<file path="src/rtl/b2_serial_adder.sv">
// Bit-serial adder: {cout, s} = x + y + cin, one bit per clock, LSB first,
// built from a single full-adder cell and a carry flip-flop. start/done handshake.
module b2_serial_adder #(
  parameter int N = 8
) (
  input  logic         clock,
  input  logic         reset_,
  input  logic         start,
  input  logic [N-1:0] x,
  input  logic [N-1:0] y,
  input  logic         cin,
  output logic [N-1:0] s,
  output logic         cout,
  output logic         busy,
  output logic         done
);

  localparam int CW = $clog2(N + 1);
  localparam logic [CW-1:0] LAST = CW'(N - 1);

  typedef enum logic [1:0] {
    IDLE = 2'd0,
    ADD  = 2'd1,
    DONE = 2'd2
  } state_t;

  // Full-adder cell as two half adders plus OR; returns {carry, sum}.
  function automatic logic [1:0] full_add(input logic a, input logic b, input logic c);
    logic h;
    h = a ^ b;
    return {(a & b) | (c & h), h ^ c};
  endfunction

  state_t        state_r;
  logic [N-1:0]  x_r;
  logic [N-1:0]  y_r;
  logic [N-1:0]  s_r;
  logic          c_r;
  logic [CW-1:0] cnt_r;
  logic          busy_r;
  logic          done_r;

  logic [1:0]    fa_s;
  logic [N:0]    s_shift_s;

  // Bit cell and the sum register shifted with the new bit entering at the MSB.
  always_comb begin
    fa_s      = full_add(x_r[0], y_r[0], c_r);
    s_shift_s = {fa_s[0], s_r};
  end

  // Control FSM plus operand, carry, sum and counter registers.
  always_ff @(posedge clock) begin
    if (!reset_) begin
      state_r <= IDLE;
      x_r     <= '0;
      y_r     <= '0;
      s_r     <= '0;
      c_r     <= 1'b0;
      cnt_r   <= '0;
      busy_r  <= 1'b0;
      done_r  <= 1'b0;
    end else begin
      case (state_r)
        IDLE, DONE: begin
          done_r <= 1'b0;
          if (start) begin
            x_r     <= x;
            y_r     <= y;
            c_r     <= cin;
            s_r     <= '0;
            cnt_r   <= '0;
            busy_r  <= 1'b1;
            state_r <= ADD;
          end else begin
            busy_r  <= 1'b0;
            state_r <= IDLE;
          end
        end
        ADD: begin
          s_r   <= s_shift_s[N:1];
          x_r   <= x_r >> 1'b1;
          y_r   <= y_r >> 1'b1;
          c_r   <= fa_s[1];
          cnt_r <= cnt_r + CW'(1);
          if (cnt_r == LAST) begin
            busy_r  <= 1'b0;
            done_r  <= 1'b1;
            state_r <= DONE;
          end else begin
            busy_r  <= 1'b1;
            done_r  <= 1'b0;
            state_r <= ADD;
          end
        end
        default: begin
          busy_r  <= 1'b0;
          done_r  <= 1'b0;
          state_r <= IDLE;
        end
      endcase
    end
  end

  assign s    = s_r;
  assign cout = c_r;
  assign busy = busy_r;
  assign done = done_r;

endmodule
</file>
<file path="config.mk">
export PLATFORM = sky130hd
export DESIGN_NAME = b2_serial_adder
export DESIGN_NICKNAME = d
export VERILOG_FILES = /design/src/rtl/b2_serial_adder.sv
export SDC_FILE = /design/constraint.sdc
export NUM_CORES = 1
export LEC_CHECK = 0
export CORE_MARGIN = 2
export CORE_UTILIZATION = 52
export DETAILED_ROUTE_END_ITERATION = 12
export PLACE_DENSITY = 0.81
export SLEW_MARGIN = 20
export SYNTH_ARGS = -nofsm -noshare
export SYNTH_HDL_FRONTEND = slang
export SYNTH_SLANG_ARGS = --single-unit
</file>
<file path="constraint.sdc">
create_clock -name clock -period 2.3 [get_ports clock]
set_input_delay 0.345 -clock clock [delete_from_list [all_inputs] [get_ports clock]]
set_output_delay 0.345 -clock clock [all_outputs]
set_load 0.01 [all_outputs]
</file>
==> flow_summary.yaml, run 1 <==
run_status:
  outcome: "complete, no violations"
critical_path:
  reg2reg_depth: 4
  worstPathRequired_ns: 1.96
  end_kind: "output pin"
  crit_type: "flip-flop to output pin"
  path_max_fanout: 5
  critPathBufInv: 1
  cp_top_family: "buffers and inverters"
  arrival_ns: 1.27
  worstSetupStartpointType: "flip-flop"
  crit_start: "state_r[0]"
  slowest_stage: "clkdlybuf4s50_1"
  r2r_setup_slack_ns: 0.86
  cp-endpoint: "busy"
  cp_cell_sequence: "clkdlybuf4s50_1"
  r2r-end: "cout"
  slowest_delay_ns: 0.55
  r2r_start: "state_r[1]"
  path_depth: 1
grt:
  grt_pass1_vias: 1075
  grt_max_degree: 29
  grt_pass1_wl_mm: 4.53
  grt_antenna_before_repair: 0
  grt-ovfl-total: 0
  grt_usage_pct: 21.9
logic_synthesis:
  synthAdderAreaFrac_pct: 2.44
  syn-instance-count: 149
  muxShareOfSynthArea_pct: 1.59
  netlist_area_sq_um: 1340
  ys_warn_count: 0
  synth_compound_area_share_pct: 20.9
  ys_seq_elements: 32
  seq_area_frac_synth_pct: 48.0
  synth_simple_gate_area_share_pct: 18.8
  synthXorXnorAreaFrac_pct: 0
  syn-num-nets: 171
  avgSynthCellArea_sq_um: 8.96
  synth_top_family_by_area: "compound AO/OA/AOI/OAI gates"
  synth_cell_types: 22
cts:
  cts_setup_buffers: 0
  cts_max_level: 2
  cts.sinks: 32
  clockRootBuffer: "clkbuf_4"
  clkLatencyLatePin_ns: 0.33
  ctsResizeCount: 0
  cts-hold-fix-buffers: 0
  cts.clk_slew.worst_paths_ns: 0.10
  cts_buffer_depth: 2
  cts_tree: "built"
  cts_buffers: 5
layout:
  fillers: 205
  drive_above_1_share_pct: 7.87
  layout_commonest_cell: "dfxtp_1"
  area_growth_syn_to_layout_pct: 25.6
  antenna_cells: 0
  final_cell_mix: "dfxtp_1, clkdlybuf4s50_1, a21oi_1, nand3_1, a22oi_1"
  nets: 199
die:
  start_util_pct: 54.4
  ioPinCount: 31
  fp.dieW_um: 54.7
  die_area_sq_um: 2990
  fp.dieH_um: 54.7
  fp-row-count: 18
  core-area_sq_um: 2450
sta:
  rsz0062_at_grt: "no"
  finClkSkew_ns: 0.00788
  setup_violations: 0
  slew_viol_final: 0
  fin_tns_setup_ns: 0
  worst_pin_slew_ns: 0.429
  slew_headroom_pct: 71.4
  timing.final.ws_setup_ns: 0.680
  fin_crit_ns: 1.62
  max_freq_ghz: 0.617
  fin_crit_sh_pct: 70.4
  hold_violations: 0
placed_design:
  hpwlAfterDp_mm: 1.82
  port_buffers: 30
  dp_slack_ns: 0.594
  globalplace.congestion: 0.663
pwr:
  power_density_nw_per_um2: 646
  power_mw: 1.08
  ir_drop_v: 0.000588
  leakagePower_nw: 0.592
routing:
  drt_iter0_markers: 43
  wire_per_inst_um: 13.4
  wl_met1_mm: 1.21
  drc: 0
  route.met3.wl_um: 179
  via_per_inst: 5.75
  wl_met2_mm: 1.33
  wl_mm: 2.80
  vias: 1195
  ant_nets: 0
  routed.top_layer: "met4"
  dr.pass1.iters: 5
worst_hold_path:
  hold_class: "flip-flop to flip-flop"
run:
  cap_violations: 0
stage by stage:
step	instance area [sq um]	util, %	hold slack [ns]	std cells
floorplan	1340	-	0.448	149
global placement	1620	65.9	0.453	200
detailed placement	1620	65.9	0.460	200
CTS	1680	68.3	0.473	208
global route	1680	68.3	0.490	208
finish	1680	68.3	0.470	208
layer usage:
| layer | GRT usage, % | up-vias |
|---|---|---|
| met5 | 0 | - |
| met4 | 11.7 | 0 |
| met3 | 8.74 | 12 |
| met2 | 34.9 | 41 |
| met1 | 24.8 | 557 |
| li1 | - | 585 |
logic make-up (layout without fill, tap and decap cells):
logic type,count (synthesis),count (layout)
adder cells (fa/ha/maj),2,2
buffers and inverters,18,47
multiplexers,2,2
AND/OR/NAND/NOR,49,49
AO/OA/AOI/OAI,46,46
flip-flops,32,32
tightest hold or removal path, cell delays in order (launching register included):
cell and delay (ns):
dfxtp_1 0.33, nand2_1 0.06, a21oi_1 0.05
synthesized netlist by cell type, drive strengths merged:
cell type | n | share of area [%]
dfxtp | 32 | 48
a21oi | 29 | 11
nand3 | 28 | 10
a22oi | 14 | 7.9
buf | 13 | 6.8
nand2 | 10 | 2.8
nand2b | 5 | 2.3
inv | 4 | 1.1
nor2b | 3 | 1.4
and4 | 2 | 1.3
a211oi | 1 | 0.94
a21o | 1 | 0.56
a2bb2oi | 1 | 0.66
clkbuf | 1 | 0.28
fa | 1 | 1.5
ha | 1 | 0.94
mux2 | 1 | 0.84
mux2i | 1 | 0.75
nand4 | 1 | 0.47
worst min-delay path by stage:
stage	start	to	slack (ns)	cells after the start
6_report	s[4]	s[3]	0.47	2
5_1_grt	s[2]	s[1]	0.49	2
4_1_cts	x_r[4]	x_r[4]	0.47	2
3_5_place_dp	x_r[4]	x_r[4]	0.46	2
3_3_place_gp	s[5]	s[4]	0.45	2
2_1_floorplan	x_r[0]	x_r[0]	0.45	2
flip-flops by register name, summed over array words and instances (netlist names):
name and flops:
state_r 2, cout 1, x_r 8, done 1, s 8, y_r 8
cnt_r 4
where the power goes:
| group | internal (mW) | switching [mW] |
|---|---|---|
| registers | 0.579 | 0.0153 |
| logic | 0.0740 | 0.0809 |
| clock network | 0.151 | 0.182 |
layout make-up:
class | count | area (sq um) | share of cell area, %
repair buffers | 35 | 338 | 20.1
well taps | 30 | 37.5 | 2.24
inverters | 4 | 15.0 | 0.896
multi-input cells | 99 | 587 | 35.0
flip-flops and latches | 32 | 641 | 38.2
clock buffers | 8 | 58.8 | 3.51
(Power assumes the default switching activity.)
==> run 2, diff against run 1 <==
- CORE_UTILIZATION: 52 -> 44
- PLACE_DENSITY: 0.81 -> 0.73
- clock period: 2.3 -> 1.35 ns (I/O delays scaled with it)
==> run 2 against run 1 <==
Against the previous run:
- total power increased by 71%
- wire length shrank 0.46%
- via count decreased by 2.6%
- combinational power rose by 84%
- non-clock buffer count up 1
- critical path type is now flip-flop to flip-flop
- largest cell class unchanged
- highest routed layer unchanged
==> flow_summary.yaml, run 2 (synthesized netlist as in run 1, its figures left out) <==
die:
  fp.dieW_um: 59.1
  die_area_sq_um: 3490
  core-area_sq_um: 2830
  ioPinCount: 31
  start_util_pct: 47.2
  fp.dieH_um: 59.1
  fp-row-count: 19
pwr:
  leakagePower_nw: 0.661
  power_density_nw_per_um2: 1090
  p_seq_share_pct: 54.5
  power_mw: 1.86
  internal_power_mw: 1.38
  switching_share_pct: 25.4
  clkPwrFrac_pct: 30.1
  comb_power_share_pct: 15.3
  ir_drop_v: 0.000557
  switchingPower_mw: 0.471
critical_path:
  cp_cell_sequence: "inv_1 -> fa_1 -> nand2b_1 -> a21oi_1"
  worstPathRequired_ns: 1.62
  worstSetupStartpointType: "flip-flop"
  r2r_start: "cout"
  slowest_delay_ns: 0.47
  reg2reg_depth: 4
  r2r-end: "s[7]"
  end_kind: "flip-flop"
  r2r_setup_slack_ns: 0.13
  critPathBufInv: 1
  cp_top_family: "adder cells"
  path_max_fanout: 3
  arrival_ns: 1.49
  crit_type: "flip-flop to flip-flop"
  slowest_stage: "fa_1"
worst_hold_path:
  min-delay-start: "y[7]"
  min_path_cells: 3
  hold_class: "input pin to flip-flop"
  hold_end: "y_r[7]"
grt:
  grt_antenna_before_repair: 0
  grt-ovfl-total: 0
  grt_max_degree: 30
  grt_usage_pct: 17.1
  grt_pass1_vias: 1024
  grt_pass1_wl_mm: 4.50
cts:
  clockRootBuffer: "clkbuf_4"
  cts_buffers: 5
  cts_tree: "built"
  cts_max_level: 2
  cts_buffer_depth: 2
  cts.sinks: 32
  clkLatencyLatePin_ns: 0.33
  cts.clk_slew.worst_paths_ns: 0.10
routing:
  drc: 0
  wl_mm: 2.78
  wire_per_inst_um: 13.3
  ant_nets: 0
  via_per_inst: 5.54
  drt_iter0_markers: 38
  vias: 1164
  dr.pass1.iters: 5
sta:
  hold_slack_ns: 0.420
  max_freq_ghz: 0.818
  slew_viol_final: 0
  finClkSkew_ns: 0.00811
  setup_violations: 0
  slew_headroom_pct: 85.6
  fin_crit_ns: 1.22
  fin_crit_sh_pct: 90.5
  hold_violations: 0
  timing.final.ws_setup_ns: 0.128
  rsz0062_at_grt: "no"
  worst_pin_slew_ns: 0.216
placed_design:
  placed_cell_area_sq_um: 1660
  port_buffers: 30
  hpwlAfterDp_mm: 1.81
  globalplace.congestion: 0.711
  dp_slack_ns: -0.0323
layout:
  drive_above_1_share_pct: 8.38
  nets: 200
  layout_commonest_cell: "dfxtp_1"
  final_cell_mix: "dfxtp_1, a21oi_1, nand3_1, clkdlybuf4s50_1, a22oi_1"
  finalInstanceArea_sq_um: 1710
  fillers: 270
  area_growth_syn_to_layout_pct: 28.0
  antenna_cells: 0
run:
  cap_violations: 0
run_status:
  outcome: "complete, no violations"
[run 2: layout make-up]
cell class | instances | area [sq um] | share of cell area (%)
Timing Repair Buffer | 36 | 369 | 21.6
Tap cell | 31 | 38.8 | 2.27
Inverter | 4 | 15.0 | 0.878
Multi-Input combinational cell | 99 | 587 | 34.3
Sequential cell | 32 | 641 | 37.5
Clock buffer | 8 | 58.8 | 3.44
[run 2: metrics by stage]
step | utilization [%] | cells | TNS, ns
6_report | 60.4 | 210 | 0
5_1_grt | 60.4 | 210 | 0
4_1_cts | 60.4 | 210 | 0
3_5_place_dp | 58.8 | 202 | -0.250
3_3_place_gp | 58.8 | 202 | -0.0481
2_1_floorplan | - | 149 | 0
[run 2: how the worst max path moves through the flow]
stage                     startpoint      to  cells past startpoint
after floorplan                 cout    s[7]                      4
after global placement         start  x_r[0]                      5
after detailed placement       start  y_r[5]                      5
after CTS                       cout    s[7]                      4
after global routing            cout    s[7]                      4
final                           cout    s[7]                      4
[run 2: worst reg2reg max path: stages, from the launching register on]
cell and delay (ns):
dfxtp_1 0.36, inv_1 0.07, fa_1 0.47, nand2b_1 0.16
a21oi_1 0.12
[run 2: power groups by stage]
stage / Sequential [mW] / Combinational, mW / Clock, mW
3_5_place_dp: 1.03 / 0.290 / 0
4_1_cts: 1.01 / 0.286 / 0.579
5_1_grt: 1.02 / 0.313 / 0.633
6_report: 1.01 / 0.285 / 0.559
2_1_floorplan: 1.03 / 0.176 / 0
3_3_place_gp: 1.03 / 0.283 / 0
[run 2: layer usage]
layer | wire length (um) | up-vias | GRT usage, % | part of all wire (%)
li1 | - | 588 | - | -
met1 | 1290 | 541 | 19.5 | 46
met2 | 1300 | 29 | 28.9 | 47
met3 | 149 | 6 | 6.55 | 5.4
met4 | 49 | 0 | 6.82 | 1.8
met5 | 0 | - | 0 | 0
[run 2: what timing repair did]
item / in CTS / in global routing
resized for setup: 11 / 0
setup endpoints to repair: 11 / 0
hold buffers: 0 / 0
buffers inserted: 0 / 0
